===== src/rtl/q_window_avg_pkg.sv =====
// Shared constants and single-precision arithmetic helpers for the Q window averager
// and the arithmetic pipelines it time-multiplexes.
package q_window_avg_pkg;

    localparam int unsigned SINGLE   = 32;
    localparam logic        ENA_MATH = 1'b1;
    localparam logic        ADD_OP   = 1'b1;
    localparam logic        SUB_OP   = 1'b0;
    localparam logic [31:0] QNAN     = 32'h7FC00000;

    localparam logic [2:0] StIdle = 3'd0;
    localparam logic [2:0] StAdd  = 3'd1;
    localparam logic [2:0] StSub  = 3'd2;
    localparam logic [2:0] StMul  = 3'd3;
    localparam logic [2:0] StOut  = 3'd4;

    function automatic logic is_nan(input logic [31:0] x);
        return (x[30:23] == 8'hFF) && (x[22:0] != 23'd0);
    endfunction

    // Round-to-nearest-even add; negate_b turns it into a - b. Exact x - x gives +0.
    function automatic logic [31:0] fp_add(input logic [31:0] a, input logic [31:0] b,
                                           input logic negate_b);
        logic [31:0] bb, big, sml;
        logic [27:0] mb, ms, mask;
        logic [24:0] rm;
        logic        rnd;
        int          eb, es, er, d;
        bb = {b[31] ^ negate_b, b[30:0]};
        if (is_nan(a)) return a;
        if (is_nan(b)) return b;
        if (a[30:23] == 8'hFF) return (bb[30:23] == 8'hFF && bb[31] != a[31]) ? QNAN : a;
        if (bb[30:23] == 8'hFF) return bb;
        if (a[30:0] >= bb[30:0]) begin
            big = a;
            sml = bb;
        end else begin
            big = bb;
            sml = a;
        end
        eb = (big[30:23] == 8'd0) ? 1 : {24'd0, big[30:23]};
        es = (sml[30:23] == 8'd0) ? 1 : {24'd0, sml[30:23]};
        mb = {1'b0, big[30:23] != 8'd0, big[22:0], 3'b000};
        ms = {1'b0, sml[30:23] != 8'd0, sml[22:0], 3'b000};
        d  = eb - es;
        if (d > 26) begin
            ms = {27'd0, |ms};
        end else begin
            mask = (28'd1 << d) - 28'd1;
            ms   = (ms >> d) | {27'd0, |(ms & mask)};
        end
        er = eb;
        if (big[31] == sml[31]) begin
            mb = mb + ms;
            if (mb[27]) begin
                mb = {1'b0, mb[27:2], mb[1] | mb[0]};
                er = er + 1;
            end
        end else begin
            mb = mb - ms;
            if (mb == 28'd0) return 32'h0;
            for (int i = 0; i < 26; i++) begin
                if (!mb[26] && er > 1) begin
                    mb = mb << 1;
                    er = er - 1;
                end
            end
        end
        rnd = mb[2] & (mb[1] | mb[0] | mb[3]);
        rm  = {1'b0, mb[26:3]} + {24'd0, rnd};
        if (rm[24]) begin
            rm = rm >> 1;
            er = er + 1;
        end
        if (er >= 255) return {big[31], 8'hFF, 23'd0};
        if (!rm[23]) er = 0;
        return {big[31], er[7:0], rm[22:0]};
    endfunction

    function automatic logic [31:0] fp_mul(input logic [31:0] a, input logic [31:0] b);
        logic        s, rnd, sticky;
        logic [47:0] p, mask;
        logic [24:0] rm;
        int          ea, eb, e, sh;
        s = a[31] ^ b[31];
        if (is_nan(a)) return a;
        if (is_nan(b)) return b;
        if (a[30:23] == 8'hFF) return (b[30:0] == 31'd0) ? QNAN : {s, 8'hFF, 23'd0};
        if (b[30:23] == 8'hFF) return (a[30:0] == 31'd0) ? QNAN : {s, 8'hFF, 23'd0};
        if (a[30:0] == 31'd0 || b[30:0] == 31'd0) return {s, 31'd0};
        ea = (a[30:23] == 8'd0) ? 1 : {24'd0, a[30:23]};
        eb = (b[30:23] == 8'd0) ? 1 : {24'd0, b[30:23]};
        p  = {24'd0, a[30:23] != 8'd0, a[22:0]} * {24'd0, b[30:23] != 8'd0, b[22:0]};
        e  = ea + eb - 127;
        if (p[47]) e = e + 1;
        else p = p << 1;
        for (int i = 0; i < 47; i++) begin
            if (!p[47] && e > 1) begin
                p = p << 1;
                e = e - 1;
            end
        end
        if (e < 1) begin
            sh = 1 - e;
            if (sh > 47) begin
                p = {47'd0, |p};
            end else begin
                mask   = (48'd1 << sh) - 48'd1;
                sticky = |(p & mask);
                p      = (p >> sh) | {47'd0, sticky};
            end
            e = 1;
        end
        rnd = p[23] & ((|p[22:0]) | p[24]);
        rm  = {1'b0, p[47:24]} + {24'd0, rnd};
        if (rm[24]) begin
            rm = rm >> 1;
            e  = e + 1;
        end
        if (e >= 255) return {s, 8'hFF, 23'd0};
        if (!rm[23]) e = 0;
        return {s, e[7:0], rm[22:0]};
    endfunction

endpackage


===== src/rtl/Adder_nodsp.sv =====
// Pipelined single-precision adder/subtractor: result appears LAT enabled clocks after
// its operands. add_sub high selects addition.
module Adder_nodsp
    import q_window_avg_pkg::*;
#(
    parameter int unsigned LAT = 7
) (
    input  logic        clk,
    input  logic        aclr,
    input  logic        clk_en,
    input  logic        add_sub,
    input  logic [31:0] dataa,
    input  logic [31:0] datab,
    output logic [31:0] result
);

    logic [31:0] pipe_q [LAT];

    always_ff @(posedge clk) begin
        if (aclr) begin
            for (int i = 0; i < int'(LAT); i++) pipe_q[i] <= '0;
        end else if (clk_en) begin
            pipe_q[0] <= fp_add(dataa, datab, add_sub == SUB_OP);
            for (int i = 1; i < int'(LAT); i++) pipe_q[i] <= pipe_q[i-1];
        end
    end

    assign result = pipe_q[LAT-1];

endmodule


===== src/rtl/Multiplier_nodsp_dsp.sv =====
// Pipelined single-precision multiplier: result appears LAT enabled clocks after its
// operands.
module Multiplier_nodsp_dsp
    import q_window_avg_pkg::*;
#(
    parameter int unsigned LAT = 5
) (
    input  logic        clk,
    input  logic        aclr,
    input  logic        clk_en,
    input  logic [31:0] dataa,
    input  logic [31:0] datab,
    output logic [31:0] result
);

    logic [31:0] pipe_q [LAT];

    always_ff @(posedge clk) begin
        if (aclr) begin
            for (int i = 0; i < int'(LAT); i++) pipe_q[i] <= '0;
        end else if (clk_en) begin
            pipe_q[0] <= fp_mul(dataa, datab);
            for (int i = 1; i < int'(LAT); i++) pipe_q[i] <= pipe_q[i-1];
        end
    end

    assign result = pipe_q[LAT-1];

endmodule


===== src/rtl/q_ring_buf.sv =====
// Sample history ring: synchronous write at wr_ptr, combinational read of the entry
// about to be overwritten.
module q_ring_buf #(
    parameter int unsigned WIDTH = 32,
    parameter int unsigned DEPTH = 8,
    parameter int unsigned AW    = $clog2(DEPTH)
) (
    input  logic             clk,
    input  logic             rst,
    input  logic             we,
    input  logic [WIDTH-1:0] wdata,
    output logic [WIDTH-1:0] rdata,
    output logic [AW-1:0]    wr_ptr
);

    logic [WIDTH-1:0] mem_q [DEPTH];
    logic [AW-1:0]    ptr_q;

    always_ff @(posedge clk) begin
        if (rst) begin
            for (int i = 0; i < int'(DEPTH); i++) mem_q[i] <= '0;
            ptr_q <= '0;
        end else if (we) begin
            mem_q[ptr_q] <= wdata;
            ptr_q        <= (ptr_q == AW'(DEPTH - 1)) ? '0 : ptr_q + 1'b1;
        end
    end

    assign rdata  = mem_q[ptr_q];
    assign wr_ptr = ptr_q;

endmodule


===== src/rtl/q_window_avg.sv =====
// Sliding-window mean of the Q stream using one shared adder and one multiplier,
// sequenced by a small FSM: sum += new, sum -= oldest, avg = sum * 1/DEPTH.
module q_window_avg
    import q_window_avg_pkg::*;
#(
    parameter int unsigned       WIDTH     = SINGLE,
    parameter int unsigned       DEPTH     = 8,
    parameter int unsigned       AW        = $clog2(DEPTH),
    parameter int unsigned       ADD_LAT   = 7,
    parameter int unsigned       MUL_LAT   = 5,
    parameter logic [WIDTH-1:0]  INV_DEPTH = 32'h3E000000
) (
    input  logic             clk,
    input  logic             rst,
    input  logic             sta,
    input  logic [WIDTH-1:0] Q,
    output logic [WIDTH-1:0] Q_avg,
    output logic             done_sig,
    output logic             busy,
    output logic             overrun
);

    localparam int unsigned MaxLat = (ADD_LAT > MUL_LAT) ? ADD_LAT : MUL_LAT;
    localparam int unsigned CntW   = $clog2(MaxLat + 1);

    logic [2:0]       state_q, state_d;
    logic [CntW-1:0]  cnt_q, cnt_d;
    logic             phase_end, overrun_q;
    logic [WIDTH-1:0] q_new_q, q_old_q, sum_q, sum_tmp_q, q_avg_q;
    logic [WIDTH-1:0] add_a, add_b, add_res, mul_res, ring_rd;
    logic             add_op;
    logic [AW-1:0]    wr_ptr;

    // Each phase holds its operands for LAT+1 cycles and takes the result on the last one.
    always_comb begin
        state_d   = state_q;
        cnt_d     = '0;
        phase_end = 1'b0;
        case (state_q)
            StIdle: if (sta) state_d = StAdd;
            StAdd, StSub: begin
                phase_end = (cnt_q == CntW'(ADD_LAT));
                cnt_d     = cnt_q + 1'b1;
                if (phase_end) begin
                    cnt_d   = '0;
                    state_d = (state_q == StAdd) ? StSub : StMul;
                end
            end
            StMul: begin
                phase_end = (cnt_q == CntW'(MUL_LAT));
                cnt_d     = cnt_q + 1'b1;
                if (phase_end) begin
                    cnt_d   = '0;
                    state_d = StOut;
                end
            end
            StOut:   state_d = StIdle;
            default: state_d = StIdle;
        endcase
    end

    assign add_a  = (state_q == StSub) ? sum_tmp_q : sum_q;
    assign add_b  = (state_q == StSub) ? q_old_q : q_new_q;
    assign add_op = (state_q == StSub) ? SUB_OP : ADD_OP;

    always_ff @(posedge clk) begin
        if (rst) begin
            state_q   <= StIdle;
            cnt_q     <= '0;
            q_new_q   <= '0;
            q_old_q   <= '0;
            sum_q     <= '0;
            sum_tmp_q <= '0;
            q_avg_q   <= '0;
            overrun_q <= 1'b0;
        end else begin
            state_q <= state_d;
            cnt_q   <= cnt_d;
            if (state_q == StIdle && sta) begin
                q_new_q <= Q;
                q_old_q <= ring_rd;
            end
            if (phase_end) begin
                case (state_q)
                    StAdd:   sum_tmp_q <= add_res;
                    StSub:   sum_q     <= add_res;
                    StMul:   q_avg_q   <= mul_res;
                    default: ;
                endcase
            end
            if (sta && state_q != StIdle) overrun_q <= 1'b1;
        end
    end

    q_ring_buf #(
        .WIDTH (WIDTH),
        .DEPTH (DEPTH),
        .AW    (AW)
    ) u_ring (
        .clk    (clk),
        .rst    (rst),
        .we     (state_q == StSub && phase_end),
        .wdata  (q_new_q),
        .rdata  (ring_rd),
        .wr_ptr (wr_ptr)
    );

    Adder_nodsp #(
        .LAT (ADD_LAT)
    ) u_add (
        .clk     (clk),
        .aclr    (1'b0),
        .clk_en  (ENA_MATH),
        .add_sub (add_op),
        .dataa   (add_a),
        .datab   (add_b),
        .result  (add_res)
    );

    Multiplier_nodsp_dsp #(
        .LAT (MUL_LAT)
    ) u_mul (
        .clk    (clk),
        .aclr   (1'b0),
        .clk_en (ENA_MATH),
        .dataa  (sum_q),
        .datab  (INV_DEPTH),
        .result (mul_res)
    );

    assign Q_avg    = q_avg_q;
    assign done_sig = (state_q == StOut);
    assign busy     = (state_q != StIdle);
    assign overrun  = overrun_q;

endmodule

===== config.mk =====
export PLATFORM = sky130hd
export DESIGN_NAME = q_window_avg
export DESIGN_NICKNAME = d
export VERILOG_FILES = /design/src/rtl/q_window_avg_pkg.sv /design/src/rtl/Adder_nodsp.sv /design/src/rtl/Multiplier_nodsp_dsp.sv /design/src/rtl/q_ring_buf.sv /design/src/rtl/q_window_avg.sv
export SDC_FILE = /design/constraint.sdc
export NUM_CORES = 2
export LEC_CHECK = 0
export BUFFER_PORTS_ARGS = -buffer_cell sky130_fd_sc_hd__buf_2
export CORE_UTILIZATION = 55
export CTS_CLUSTER_SIZE = 12
export DETAILED_ROUTE_END_ITERATION = 16
export PLACE_DENSITY = 0.79
export RECOVER_POWER = 100
export SLEW_MARGIN = 10
export SYNTH_ARGS = -nofsm -noshare
export SYNTH_HDL_FRONTEND = slang
export SYNTH_SLANG_ARGS = --single-unit

===== constraint.sdc =====
create_clock -name clk -period 142.9 [get_ports clk]
set_input_delay 14.29 -clock clk [delete_from_list [all_inputs] [get_ports clk]]
set_output_delay 14.29 -clock clk [all_outputs]
set_load 0.03 [all_outputs]

# Yosys cells after proc, flatten, opt, wreduce, memory -nomap -nowiden
# Memory sizes are Yosys's and may differ from the RTL's. A register that Yosys moved wholly into a read port is not among the register bits.
# Cells that the tools add are included.
# totals
ram_bits,640
out_inout_bits,35
word_cells,1473
input_bits,35
reg_bits,106
mem_count,3
# op_classes
shifts,4
order_cmp,79
reduce_logical,177
n_addsub,88
n_eq_ne,15
bitwise_logic,11
n_mux,1089
# mem_list
name,depth,word_bits,read_ports,rd_clocked_by_memory_dff,write_ports,line,text
u_ring.mem_q,8,32,1,1,8,q_ring_buf.sv:16,logic [WIDTH-1:0] mem_q [DEPTH];
u_add.pipe_q,7,32,7,0,7,Adder_nodsp.sv:17,logic [31:0] pipe_q [LAT];
u_mul.pipe_q,5,32,5,1,5,Multiplier_nodsp_dsp.sv:16,logic [31:0] pipe_q [LAT];
# op_table
op,count
two-way mux 32 bit,526
two-way mux 48 bit,294
two-way mux 27 bit,183
greater-than comparator 32 x 2 -> 1 bit (second input constant),73
subtractor 32 x 2 -> 32 bit (second input constant),73
two-way mux 24 bit,12
two-way mux 28 bit,5
adder 32 x 2 -> 32 bit (second input constant),3
OR reduction 48 bit,2
logical AND 1 bit,80
zero test 1 bit,73
nonzero test 23 bit,3
greater-or-equal comparator 32 x 9 -> 1 bit (second input constant),2
two-way mux 1 bit,54
adder 24 x 1 -> 25 bit,2
AND 48 bit,1
OR 48 x 1 -> 48 bit,1
left shift 1 x 32 -> 48 bit (first input constant),1
right shift 48 x 32 -> 48 bit,1
subtractor 48 x 1 -> 48 bit (second input constant),1
two-way mux 8 bit,5
adder 32 x 8 -> 32 bit (second input constant),1
greater-than comparator 32 x 6 -> 1 bit (second input constant),1
greater-than comparator 32 x 7 -> 1 bit (second input constant),1
40 further kinds,65

# Depth between registers and ports, before layout
# logic_depth
ltp_word,430
mapped_depth,272
depth_no_buf,226

# Modules after synthesis
# From an unflattened synthesis, not the netlist that was laid out.
# hier_totals
hier_cells,26436
area_unflattened_um2,209074.3
# modules_own_cells
mod,area_each_um2,cells_each,n_inst,seq_area_each_um2
Multiplier_nodsp_dsp,133156.5,16787,1,4804.6
Adder_nodsp,57192.4,8080,1,6726.5
q_ring_buf,11692.5,746,1,7807.5
q_window_avg,7033.0,823,1,3343.2

# Least setup slack after synthesis
# Ideal clock, no wire load.
# synth_timing
path_type,register to register
from,register state_q[2]
to,memory u_add.pipe_q[0][21]
setup_slack_ps,87552
setup_ps,87
period_less_slack_ps,55348
path_stages_with_launch,258
required_time_ps,142813
n_path_buf,53
arrival_time_ps,55260
path_cell_list,dfxtp_1 buf_2 nor3b_4 buf_2 buf_2 buf_2 buf_1 nor2_1 a21oi_1 inv_1 ha_1 and4_1 o311a_1 a211oi_1 nand4_1 buf_2 buf_2 clkbuf_1 (+222 left out) mux2_1 ha_1 o221a_2 a31oi_4 buf_2 mux2_1 o22ai_1 inv_1 ha_1 and3_1 and4_1 and2_1 buf_4 nand4_2 a21o_1 nand2_1 buf_4 o31ai_1
# synth_rtl
item,line,text
start: declaration,q_window_avg.sv:26,"logic [2:0] state_q, state_d;"
start signal: assignment,q_window_avg.sv:68,state_q <= StIdle;
start signal: assignment,q_window_avg.sv:77,state_q <= state_d;
end: declaration,Adder_nodsp.sv:17,

==> run metrics <==
Avg Synthesized Cell Area=around 8.1 um2; initial antenna violation count=14; Final Wtd Congestion=1.03; CP Data Arrival Time=slightly above 90 ns; Crit path largest cell delay=between 3 and 4 ns; number of hold buffers added after CTS=0; GR Util met3=5.99%; Setup crit end kind=flip-flop; nets=around 8600; ranking of synthesized cells by area=dfxtp_1, edfxtp_1, mux2i_1; GR peak layer=met2; Max Fclk=around 11 MHz; kind of critical path=reg -> reg; initial core utilization=between 50% and 60%; flop and latch count out of synthesis=between 800 and 900; Initial DRC Count=7821; Total Routing Usage GR=35.9%; TritonCTS buffer count=82; max cap viols=35; cell mode on critical path=ha_1; Post-synth EDFFs=between 200 and 300; skew final=approximately 0.07 ns; residual DRC count=0; row count=129; Critical Path Source Type=flip-flop; Die Y=roughly 360 um; Final Setup Violations=0; Hold Violations, Final=0; # IOs=70; Max Buffers Root-to-Sink=3; Slew Viols, Final=about 1300; HPWL reported at the end of detailed placement=178 mm; first-pass GRT wire length=about 360 mm; status=complete, but fails checks; Seq/Total Area, Yosys=a little over a quarter; Setup Buffers After CTS=0; pre-CTS setup slack=78.41 ns; first-pass iteration count of the detailed router=9; gr ovfl total=0; Layout area overhead=5.59%; Distinct cells, synth=150; setup ws final=51.77 ns; synth warn=0; insertion delay to the later sink of the worst-skew pair=about 0.72 ns; Post-DP Area=a little over 70000 um2; ys flop type=dfxtp_1; Yosys top cell area share=16.0%; period utilisation layout=63.8%; Least-Margin Pin Slew=4.26 ns; routed via count=66600; grt met1 use=roughly half; async set or reset register ratio after synthesis=0%; number of port buffers=69; antenna-violating nets left=0; Mapped Area=roughly 69000 um2; Slew Limit Headroom=-184%; largest area contributor in the netlist=dfxtp_1; clock sinks=810; largest net degree at the start of global routing=81; share of layout cells above drive strength 1=just under 8%; CP max FO=80; Final Util=about three fifths; vias in the first global route=roughly 60000; Final min period=around 90 ns; clock-pin slew on the worst setup and hold paths=0.08 ns; fin area=73200 um2; wire length per cell=23.7 um; failing checks=capacitance limit, slew limit; CP required=about 140 ns; post-CTS sizing=0; CTS tree=done; Critical-path top delay cell=clkbuf_1; Mapped Nets=8838; H-tree lvl count=3; core outline area=between 100000 and 150000 um2; RSZ-0062 raised after global routing=false; Hold Crit Class=reg -> reg; total negative slack=0 ns; die footprint=approximately 130000 um2; Detailed Route WL=238 mm; CTS root buf=clkbuf_16; Vias/cell=approximately 6.6; met2 usage=roughly 56%; Mapped Cells=about 8600; Die Wd=about 360 um
==> cell usage in the layout (no fill, tap or decap), types with 102 or more instances in the layout <==
master       n
nand3_1    209
edfxtp_1   256
nor2_1     904
nand2_1   1041
ha_1       214
o21ai_0    370
nor3_1     174
mux2i_1    690
and2_1     202
and2_0     149
buf_4      106
a21oi_1    627
xnor2_1    289
xor2_1     145
inv_1      240
mux2_2     102
a211oi_1   110
dfxtp_1    551
==> metrics by stage <==
step,instances,hold WS (ns)
after floorplan,8585,0.310
after global placement,9934,0.310
after detailed placement,9934,0.312
after CTS,10100,0.312
after global routing,10100,0.314
final,10100,0.305
==> routing by layer <==
metal,up-vias,part of all wire (%)
met2,3222,44
met4,16,4.8
met1,31800,42
met3,602,9.4
li1,30900,-
met5,-,0.037
==> cells by family (layout without fill, tap and decap cells) <==
kind of cell	count (synthesis)	in the layout	synth area share [%]
flip-flops	810	810	27.1
buffers and inverters	740	577	4.23
other	0	4	0
XOR/XNOR	445	445	5.77
adder cells (fa/ha/maj)	226	226	4.08
multiplexers	894	894	14.6
AO/OA/AOI/OAI	2125	2125	21.0
AND/OR/NAND/NOR	3345	3345	23.2
==> final cells by class <==
type	count	area (um2)
sequential	810	18800
tap	1637	2050
clock buffer	111	2220
antenna	4	10.0
multi-input combinational	7035	47700
clock inverter	14	275
inverter	250	938
timing repair buffer	202	1200
fill	11300	51100
==> synthesized netlist by cell type (42+ instances only) <==
cell and number:
mux2i_1 690, or2_2 42, edfxtp_1 256, buf_1 74, a21oi_1 629, nor3_1 174
o21ai_0 367, o31ai_1 51, or3_1 69, a31oi_1 90, o211ai_1 71, mux4_2 81
nand2b_1 68, nor4_1 78, nand4_1 87, dfxtp_1 554, nor2_1 907, xor2_1 146
o21a_1 77, nand3_1 209, o21ai_1 44, nand2_1 1040, inv_1 240, xnor2_1 291
buf_2 47, a211oi_1 110, and2_1 350, and3_1 84, a21o_1 70, clkbuf_1 349
ha_1 215, o22ai_1 46, mux2_2 106
==> sequential cells by signal (all words and copies together), names as in the netlist, 32 cells and up <==
name,flops
u_add.pipe_q,224
q_new_q,32
u_mul.pipe_q,160
u_ring.mem_q,256
Q_avg,32
sum_q,32
q_old_q,32
sum_tmp_q,32
==> critical path: cells and delay by family, from the launching register on <==
family                   cells  cell delay, ns
buffers and inverters       29           20.51
AO/OA/AOI/OAI               68           30.24
XOR/XNOR                    14            5.43
multiplexers                 6            3.52
AND/OR/NAND/NOR             73           20.49
adder cells (fa/ha/maj)     29            9.76
flip-flops                   1            0.63
==> worst paths after layout <==
check	cells after the start	end	startpoint	slack, ns
hold / removal	0	u_add.pipe_q[3][3]	u_add.pipe_q[2][3]	0.31
setup / recovery	219	u_add.pipe_q[0][24]	state_q[1]	51.77
setup reg to reg	219	u_add.pipe_q[0][24]	state_q[1]	51.77
hold reg to reg	0	u_add.pipe_q[3][3]	u_add.pipe_q[2][3]	0.31
Power is left out: the tool's default activity adds up to more than one toggle a clock period on the data nets, which glitch-free logic cannot reach.
